[src/rtl/key_bus_pkg.sv]
// Shared definitions for the security-key bus: address window, code field,
// state encodings and the responder's 6-bit XOR sequence generator.
package key_bus_pkg;

  localparam int         BA_W     = 14;
  localparam int         CODE_LSB = 4;      // code lives in ba[7:4]
  localparam logic [1:0] BA_WIN   = 2'b01;  // ba[13]=0, ba[12]=1

  typedef enum logic [1:0] {KS_IDLE, KS_REQ, KS_RUN, KS_FINISH} key_state_e;
  typedef enum logic [1:0] {CY_IDLE, CY_SETUP, CY_STROBE, CY_HOLD} cyc_state_e;

  function automatic logic key_model_bit(input logic [5:0] s);
    return s[0] ^ s[3] ^ s[5];
  endfunction

  function automatic logic [5:0] key_model_next(input logic [5:0] s);
    return {s[4:0], key_model_bit(s)};
  endfunction

  function automatic logic [BA_W-1:0] key_bus_addr(input logic [3:0] code);
    logic [BA_W-1:0] a;
    a                  = '0;
    a[13:12]           = BA_WIN;
    a[CODE_LSB +: 4]   = code;
    return a;
  endfunction

endpackage

[src/rtl/key_bus_cycle.sv]
// One strobed bus cycle: SETUP (1 clk), STROBE (STB_CLKS clks), HOLD (1 clk).
// A request seen in HOLD chains the next cycle with no idle gap.
module key_bus_cycle
  import key_bus_pkg::*;
#(
  parameter int STB_CLKS = 2
) (
  input  logic            clk,
  input  logic            rst,
  input  logic            req_i,
  input  logic [3:0]      code_i,
  input  logic            rd_i,
  input  logic            sdrd_i,
  output logic            ack_o,
  output logic            sample_en_o,
  output logic            sample_o,
  output logic [BA_W-1:0] ba_o,
  output logic            br_w_o,
  output logic            sser_n_o
);

  cyc_state_e      state_q;
  logic [3:0]      cnt_q;
  logic            rd_q;
  logic [BA_W-1:0] ba_q;
  logic            brw_q;
  logic            sser_n_q;
  logic            last_stb;

  assign last_stb    = (cnt_q == 4'(STB_CLKS - 1));
  assign ack_o       = (state_q == CY_HOLD);
  assign sample_en_o = (state_q == CY_STROBE) && last_stb && rd_q;
  assign sample_o    = sdrd_i;
  assign ba_o        = ba_q;
  assign br_w_o      = brw_q;
  assign sser_n_o    = sser_n_q;

  // Cycle timing FSM; bus outputs are registered alongside the state.
  always_ff @(posedge clk) begin
    if (rst) begin
      state_q  <= CY_IDLE;
      cnt_q    <= '0;
      rd_q     <= 1'b0;
      ba_q     <= '0;
      brw_q    <= 1'b0;
      sser_n_q <= 1'b1;
    end else begin
      case (state_q)
        CY_IDLE, CY_HOLD: begin
          if (req_i) begin
            state_q  <= CY_SETUP;
            ba_q     <= key_bus_addr(code_i);
            brw_q    <= 1'b1;
            sser_n_q <= 1'b1;
            rd_q     <= rd_i;
          end else begin
            state_q  <= CY_IDLE;
            ba_q     <= '0;
            brw_q    <= 1'b0;
            sser_n_q <= 1'b1;
            rd_q     <= 1'b0;
          end
        end
        CY_SETUP: begin
          state_q  <= CY_STROBE;
          sser_n_q <= 1'b0;
          cnt_q    <= '0;
        end
        CY_STROBE: begin
          if (last_stb) begin
            state_q  <= CY_HOLD;
            sser_n_q <= 1'b1;
          end else begin
            cnt_q <= cnt_q + 4'd1;
          end
        end
        default: state_q <= CY_IDLE;
      endcase
    end
  end

endmodule

[src/rtl/key_challenge_initiator.sv]
// Host-side challenge initiator: wins the bus, sends four unlock cycles, then
// NREAD read cycles whose sampled bits are checked against the local model.
module key_challenge_initiator
  import key_bus_pkg::*;
#(
  parameter logic [15:0] UNLOCK_SEQ  = 16'h28A9,
  parameter logic [3:0]  READ_CODE   = 4'h0,
  parameter int          NREAD       = 16,
  parameter logic [5:0]  SEED        = 6'h2D,
  parameter int          STB_CLKS    = 2,
  parameter int          GNT_TIMEOUT = 255
) (
  input  logic             clk,
  input  logic             rst,
  input  logic             start,
  output logic             bus_req,
  input  logic             bus_gnt,
  output logic [13:0]      ba,
  output logic             br_w,
  output logic             sser_n,
  input  logic             sdrd,
  output logic             busy,
  output logic             done,
  output logic             pass,
  output logic             timeout,
  output logic [NREAD-1:0] resp
);

  localparam int NSTEP = 4 + NREAD;
  localparam int TO_W  = (GNT_TIMEOUT > 1) ? $clog2(GNT_TIMEOUT + 1) : 1;

  key_state_e       state_q;
  logic [5:0]       step_q;
  logic [TO_W-1:0]  to_cnt_q;
  logic [5:0]       s_q;
  logic             err_q, busy_q, done_q, pass_q, timeout_q, bus_req_q;
  logic [NREAD-1:0] resp_q;
  logic [NREAD:0]   resp_sh;

  logic [5:0] step_nxt, code_step;
  logic       more, cyc_req, cyc_rd, cyc_ack, smp_en, smp;
  logic [3:0] cyc_code;

  // Next cycle selection: in RUN the code is prepared for the step after HOLD.
  always_comb begin
    step_nxt  = step_q + 6'd1;
    more      = (step_nxt < 6'(NSTEP));
    code_step = (state_q == KS_RUN) ? step_nxt : step_q;
    cyc_rd    = (code_step >= 6'd4);
    case (code_step[1:0])
      2'd0:    cyc_code = UNLOCK_SEQ[15:12];
      2'd1:    cyc_code = UNLOCK_SEQ[11:8];
      2'd2:    cyc_code = UNLOCK_SEQ[7:4];
      default: cyc_code = UNLOCK_SEQ[3:0];
    endcase
    if (cyc_rd) cyc_code = READ_CODE;
    cyc_req = ((state_q == KS_REQ) && bus_gnt) ||
              ((state_q == KS_RUN) && cyc_ack && more && bus_gnt);
  end

  assign resp_sh = {resp_q, smp};

  key_bus_cycle #(.STB_CLKS(STB_CLKS)) u_cyc (
    .clk         (clk),
    .rst         (rst),
    .req_i       (cyc_req),
    .code_i      (cyc_code),
    .rd_i        (cyc_rd),
    .sdrd_i      (sdrd),
    .ack_o       (cyc_ack),
    .sample_en_o (smp_en),
    .sample_o    (smp),
    .ba_o        (ba),
    .br_w_o      (br_w),
    .sser_n_o    (sser_n)
  );

  // Step sequencer, grant watchdog, response shift and model compare.
  always_ff @(posedge clk) begin
    if (rst) begin
      state_q   <= KS_IDLE;
      step_q    <= '0;
      to_cnt_q  <= '0;
      s_q       <= SEED;
      err_q     <= 1'b0;
      busy_q    <= 1'b0;
      done_q    <= 1'b0;
      pass_q    <= 1'b0;
      timeout_q <= 1'b0;
      bus_req_q <= 1'b0;
      resp_q    <= '0;
    end else begin
      done_q <= 1'b0;
      if (smp_en) begin
        resp_q <= resp_sh[NREAD-1:0];
        s_q    <= key_model_next(s_q);
        if (smp != key_model_bit(s_q)) err_q <= 1'b1;
      end
      case (state_q)
        KS_IDLE: begin
          if (start) begin
            state_q   <= KS_REQ;
            busy_q    <= 1'b1;
            bus_req_q <= 1'b1;
            timeout_q <= 1'b0;
            pass_q    <= 1'b0;
            s_q       <= SEED;
            resp_q    <= '0;
            err_q     <= 1'b0;
            step_q    <= '0;
            to_cnt_q  <= '0;
          end
        end
        KS_REQ: begin
          if (bus_gnt) begin
            state_q <= KS_RUN;
          end else if (to_cnt_q == TO_W'(GNT_TIMEOUT - 1)) begin
            state_q   <= KS_IDLE;
            timeout_q <= 1'b1;
            pass_q    <= 1'b0;
            done_q    <= 1'b1;
            bus_req_q <= 1'b0;
            busy_q    <= 1'b0;
          end else begin
            to_cnt_q <= to_cnt_q + 1'b1;
          end
        end
        KS_RUN: begin
          // Grant loss is only acted on at the end of a cycle.
          if (cyc_ack) begin
            step_q <= step_nxt;
            if (!more) begin
              state_q <= KS_FINISH;
            end else if (!bus_gnt) begin
              state_q  <= KS_REQ;
              to_cnt_q <= '0;
            end
          end
        end
        default: begin
          state_q   <= KS_IDLE;
          bus_req_q <= 1'b0;
          pass_q    <= ~err_q;
          done_q    <= 1'b1;
          busy_q    <= 1'b0;
        end
      endcase
    end
  end

  assign bus_req = bus_req_q;
  assign busy    = busy_q;
  assign done    = done_q;
  assign pass    = pass_q;
  assign timeout = timeout_q;
  assign resp    = resp_q;

endmodule

[config.mk]
export PLATFORM = sky130hd
export DESIGN_NAME = key_challenge_initiator
export DESIGN_NICKNAME = d
export VERILOG_FILES = /design/src/rtl/key_bus_pkg.sv /design/src/rtl/key_bus_cycle.sv /design/src/rtl/key_challenge_initiator.sv
export SDC_FILE = /design/constraint.sdc
export NUM_CORES = 1
export LEC_CHECK = 0
export ABC_AREA = 1
export BUFFER_PORTS_ARGS = -buffer_cell sky130_fd_sc_hd__buf_2
export CORE_UTILIZATION = 27
export DETAILED_ROUTE_END_ITERATION = 16
export SETUP_SLACK_MARGIN = 0.02
export SYNTH_ARGS = -nofsm -noshare
export SYNTH_HDL_FRONTEND = slang
export SYNTH_SLANG_ARGS = --single-unit
[constraint.sdc]
create_clock -name clk -period 1.55 [get_ports clk]
set_clock_uncertainty 0.05 [all_clocks]
set_input_delay 0 -clock clk [delete_from_list [all_inputs] [get_ports clk]]
set_output_delay 0 -clock clk [all_outputs]
set_load 0.005 [all_outputs]
# After elaboration in Yosys (flattened, before gate mapping)
# Cells that the tools add are included.
# word_totals
register_bits	66
rom_bits	0
mem_count	0
latch_bits	0
ramBits	0
wordCells	120
# op_classes
n_mux	52
addsub	3
bitwise	4
magnitude_cmp	2
n_eq_ne	21
shift	0
multipliers	0
reduce_logical	22
div	0
# op_table
op	count
$mux W16	3
$mux W8	6
$mux W6	6
$pmux W8 S3	1
$mux W1	16
$mux W2	7
$ne A2 B2 Y1 const B	7
$mux W13	1
$pmux W2 S3	2
$pmux W4 S3	1
$pmux W6 S2	1
$reduce_and A4 Y1	3
$pmux W1 S3	3
$add A8 B1 Y8 const B	1
$eq A2 B2 Y1 const B	4
$eq A8 B8 Y1 const B	1
$mux W4	2
$pmux W4 S2	1
$reduce_and A7 Y1	1
$add A6 B1 Y6 const B	1
$eq A2 B1 Y1 const B	3
$ge A6 B3 Y1 const B	1
$logic_and A1 B1 Y1	6
$logic_not A2 Y1	3
other kinds (16)	23

# Depth between registers and ports, before layout
# logic_depth
word_depth	7
ltp_mapped	12
mapped_depth_nobuf	11

# Hierarchy
# A second synthesis with hierarchy kept.
# unflattened
hier_cells	412
hier_area_um2	2957.8
# modules_own_cells
mod	seq_area_each_um2	cells_per_inst	instances	area_per_inst_um2
key_challenge_initiator	860.8	306	1	2173.3
key_bus_cycle	260.2	106	1	784.5

# Worst setup path after synthesis
# No wires, ideal clock.
# synth_timing
path_type	reg2reg
start	reg u_cyc.state_q[0]
end	reg u_cyc.cnt_q[3]
required_time_ps	1379
slack_ps	-56
n_path_buf	0
path_stages_with_launch	9
setup_ps	121
period_less_slack_ps	1606
arrival_time_ps	1435
cell_sequence	dfxtp_1 inv_1 ha_1 inv_1 o21ai_0 inv_1 nand4_1 xor2_1 nor2_1
# synth_via
elab_chain_len	3
elab_cells_between_ends	6
cone_classes	3 x eq/ne; 1 x mux; 2 x reduce/logical
# synth_lines
item	line_no	source
start, declared	key_bus_cycle.sv:22	cyc_state_e state_q;
start signal, assigned	key_bus_cycle.sv:41	state_q <= CY_IDLE;
start signal, assigned	key_bus_cycle.sv:51	state_q <= CY_SETUP;
start signal, assigned	key_bus_cycle.sv:57	state_q <= CY_IDLE;
$eq A2 B2 Y1 or $eq A2 B1 Y1 (tied branches)	key_bus_cycle.sv:48	case (state_q)
$ne A2 B2 Y1 (no line) or $reduce_bool A2 Y1 (tied branches)	n/a	
$reduce_and A2 Y1 (no line)	n/a	
end signal, assigned	key_bus_cycle.sv:74	cnt_q <= cnt_q + 4'd1;
end, declared	key_bus_cycle.sv:23	logic [3:0] cnt_q;
# Parallel ways exist; a longest one is shown, timed or not.
# A chain may end at the register's enable or synchronous reset.

# Final worst setup path
# layout_timing
start	reg step_q[0]
end	reg to_cnt_q[0]
# layout_via
elab_chain_len	4
# layout_lines
item	line_no	source
start, declared	key_challenge_initiator.sv:33	logic [5:0] step_q;
start signal, assigned	key_challenge_initiator.sv:131	step_q <= step_nxt;
$add A6 B1 Y6	key_challenge_initiator.sv:46	step_nxt = step_q + 6'd1;
$lt A6 B5 Y1	key_challenge_initiator.sv:47	more = (step_nxt < 6'(NSTEP));
$ne A2 B2 Y1 (no line)	n/a	
$reduce_and A7 Y1 (no line)	n/a	
end signal, assigned	key_challenge_initiator.sv:125	to_cnt_q <= to_cnt_q + 1'b1;
end, declared	key_challenge_initiator.sv:34	logic [TO_W-1:0] to_cnt_q;
# Every way passes these cells.

==> flow_summary.yaml <==
routing:
  drt_wl_total_mm: 5.77
  drc_errors: 0
  drt_iter0_drc: 83
  firstDrtPassIters: 4
  ant_nets: 0
  via_count: 2413
  wire_per_inst_um: 10.4
  avgViaCountPerCell: 4.33
timing:
  min_period_ns: 1.51
  rsz0062_at_grt: "true"
  setup-violations-final: 0
  layout_setup_ws_ns: 0.0408
  fin_crit_sh: 0.974
  fmax_ghz: 0.663
  slew_violations: 0
  finalHoldViolCount: 0
placement:
  io_buffers: 31
  pre_cts_slack_ns: -0.0691
  gp_congestion: 0.786
  postPlaceCellArea_mm2: 0.00315
  hpwl_mm: 4.19
synthesis:
  synth_seq_area_share: 0.406
  synth_cell_types: 32
  synth_top_area_frac: 0.406
  ys_top_cells_by_count: "58 x nand2_1, 55 x dfxtp_1, 49 x a21oi_1, 40 x inv_1, 27 x nor2_1"
  synthArstFlopShare: 0
  syn_area_mm2: 0.00271
  yosys.area.top_type: "dfxtp_1"
  synth_edf_count: 0
  synth_top_flop_cell: "dfxtp_1"
  yosys_register_bits: 55
  post-synth-top-count-cell: "nand2_1"
  synth.avg_cell_area_um2: 7.48
  synthCells: 363
  yosys_warnings: 0
  synthTopCellsByArea: "dfxtp_1 41%, a21oi_1 9.0%, nand2_1 8.0%, inv_1 5.5%, o21ai_0 4.6%"
die:
  row_count: 36
  pin_count: 42
  start_util: 0.278
  die_x_um: 102
  coreArea_mm2: 0.00977
  floorplan.die_area_mm2: 0.0105
  fp.dieH_um: 102
layout:
  fin_area_mm2: 0.00350
  layout-drive-gt1-share: 0.333
  fill_cells: 1038
  diodes: 0
  synthToLayoutAreaGrowth_pct: 29.1
  final_net_count: 437
job:
  max_cap_violations: 0
pwr:
  finalPower_mw: 4.53
  leakage_nw: 1.48
  ir_worst_vdd_uv: 463
  powerDensity_mw_per_mm2: 1290
clocking:
  cts_tree: "yes"
  clkTransAtPathRegs_ns: 0.10
  numCtsBuffers: 5
  clock_path_buffers: 2
  htreeDepth: 2
  cts.sinks: 55
  cts_root_buf: "clkbuf_8"
  clk_latency_ns: 0.31
worst_hold_path:
  hp-class: "in2reg"
global_route:
  antenna_found_initial: 0
  grt_pass1_wl_mm: 9.58
  overflow: 0
  grt_pass1_vias: 2104
  gr-usage-all-layers: 0.115
  grt_max_degree: 29
setup_path:
  crit_top_cell: "nand2_4"
  critPathKind: "reg2reg"
  crit_path_max_incr_delay_ns: 0.35
  slowest_stage: "dfxtp_2"
  worstSetupStartpointType: "register"
  cp.required_ns: 1.72
  end_kind: "register"
  arrival_ns: 1.68
  path_cells: "ha_4 -> xnor2_1 -> nand2_1 -> nand2_4 -> nand2_4 -> nand2_4 -> nand3_4 -> o21ai_2 -> inv_1"
  path_delay_family: "simple AND/OR/NAND/NOR gates"
  crit_buf_inv: 1
  crit_fanout: 8
outcome:
  status: "finished, final reports clean"
worst reg2reg max path, stage by stage, from the launching register on:
cell,delay (ns)
dfxtp_2,0.35
ha_4,0.18
xnor2_1,0.13
nand2_1,0.11
nand2_4,0.10
nand2_4,0.05
nand2_4,0.09
nand3_4,0.15
o21ai_2,0.16
inv_1,0.05
cells by family after synthesis:
logic type	after synthesis	share of synthesized area
buf+inv	71	0.122
xor+xnor	10	0.0323
other cells	1	0.00138
simple gates	124	0.207
flops	55	0.406
fa+ha+maj	9	0.0415
compound gates	93	0.191
what timing repair did:
action,CTS,global route
pin swaps,3,18
gates resized for setup,7,55
hold buffers,3,0
setup endpoints to repair,20,47
buffers inserted,0,5
hold endpoints to repair,10,0
final cells by class:
type / count / area (µm²) / share of cell area
clock buffer: 5 / 68.8 / 0.0196
clock inverter: 3 / 22.5 / 0.00643
multi-input combinational: 246 / 1470 / 0.421
inverter: 48 / 180 / 0.0514
timing repair buffer: 67 / 473 / 0.135
sequential: 55 / 1120 / 0.320
tap: 133 / 166 / 0.0475
worst paths after layout:
check	start	endpoint	slack [ns]	cells after the start
max	step_q[0]	to_cnt_q[0]	0.04	9
min reg2reg	s_q[4]	s_q[4]	0.40	2
min	bus_gnt	state_q[0]	0.11	4
max reg2reg	step_q[0]	to_cnt_q[0]	0.04	9
per-stage QoR:
stage / cells / util / hold slack, ns / TNS, ns
3_3_place_gp: 541 / 0.323 / 0.262 / -0.0247
6_report: 557 / 0.359 / 0.105 / 0
3_5_place_dp: 541 / 0.323 / 0.260 / -0.315
5_1_grt: 557 / 0.359 / 0.154 / -0.396
4_1_cts: 552 / 0.337 / 0.0962 / 0
2_1_floorplan: 372 / - / 0.125 / 0
per-layer routing:
metal / global-route usage / wire (µm) / up-vias / share of wire
met5: 0 / 0 / - / 0
met4: 0.0264 / 57 / 0 / 0.0099
met3: 0.0239 / 242 / 5 / 0.042
met2: 0.186 / 2690 / 47 / 0.47
met1: 0.155 / 2780 / 1071 / 0.48
li1: - / - / 1290 / -
cells in the final DEF, fill, tap and decap left out, types with 2 or more instances in the layout:
| cell type | Yosys | routed |
|---|---|---|
| nor2_2 | 2 | 5 |
| nor2_1 | 27 | 24 |
| nand4_1 | 14 | 14 |
| nand3_2 | 2 | 3 |
| buf_2 | 6 | 31 |
| nand2_4 | 0 | 5 |
| o21ai_2 | 0 | 2 |
| dfxtp_2 | 0 | 9 |
| clkbuf_8 | 0 | 5 |
| nand2_1 | 58 | 44 |
| buf_12 | 0 | 2 |
| o21ai_0 | 25 | 24 |
| ha_2 | 0 | 2 |
| nand3_4 | 0 | 2 |
| xor2_1 | 6 | 6 |
| dfxtp_1 | 55 | 44 |
| o21a_1 | 8 | 8 |
| xnor2_1 | 4 | 4 |
| dlygate4sd3_1 | 0 | 3 |
| dfxtp_4 | 0 | 2 |
| inv_2 | 6 | 14 |
| nor2_4 | 2 | 2 |
| ha_1 | 9 | 6 |
| nand2_2 | 2 | 11 |
| inv_6 | 0 | 2 |
| nand3_1 | 16 | 13 |
| buf_4 | 13 | 27 |
| inv_1 | 40 | 33 |
| a21oi_2 | 3 | 8 |
| a21oi_1 | 49 | 43 |
| conb_1 | 1 | 10 |
| buf_6 | 1 | 4 |
power by group:
part	total [mW]	internal, mW	switching (mW)
registers	1.76	1.58	0.174
clock network	0.819	0.328	0.491
logic	1.95	0.827	1.12
total	4.53	2.74	1.79
flip-flops by register name (all words and copies together), names as in the netlist:
register	flops
state_q	2
err_q	1
done	1
s_q	6
u_cyc.rd_q	1
u_cyc.cnt_q	4
to_cnt_q	8
u_cyc.state_q	2
u_cyc.sser_n_o	1
u_cyc.ba_o	4
step_q	6
bus_req	1
timeout	1
resp	16
pass	1
No activity file was read; power rests on OpenSTA's default activity.
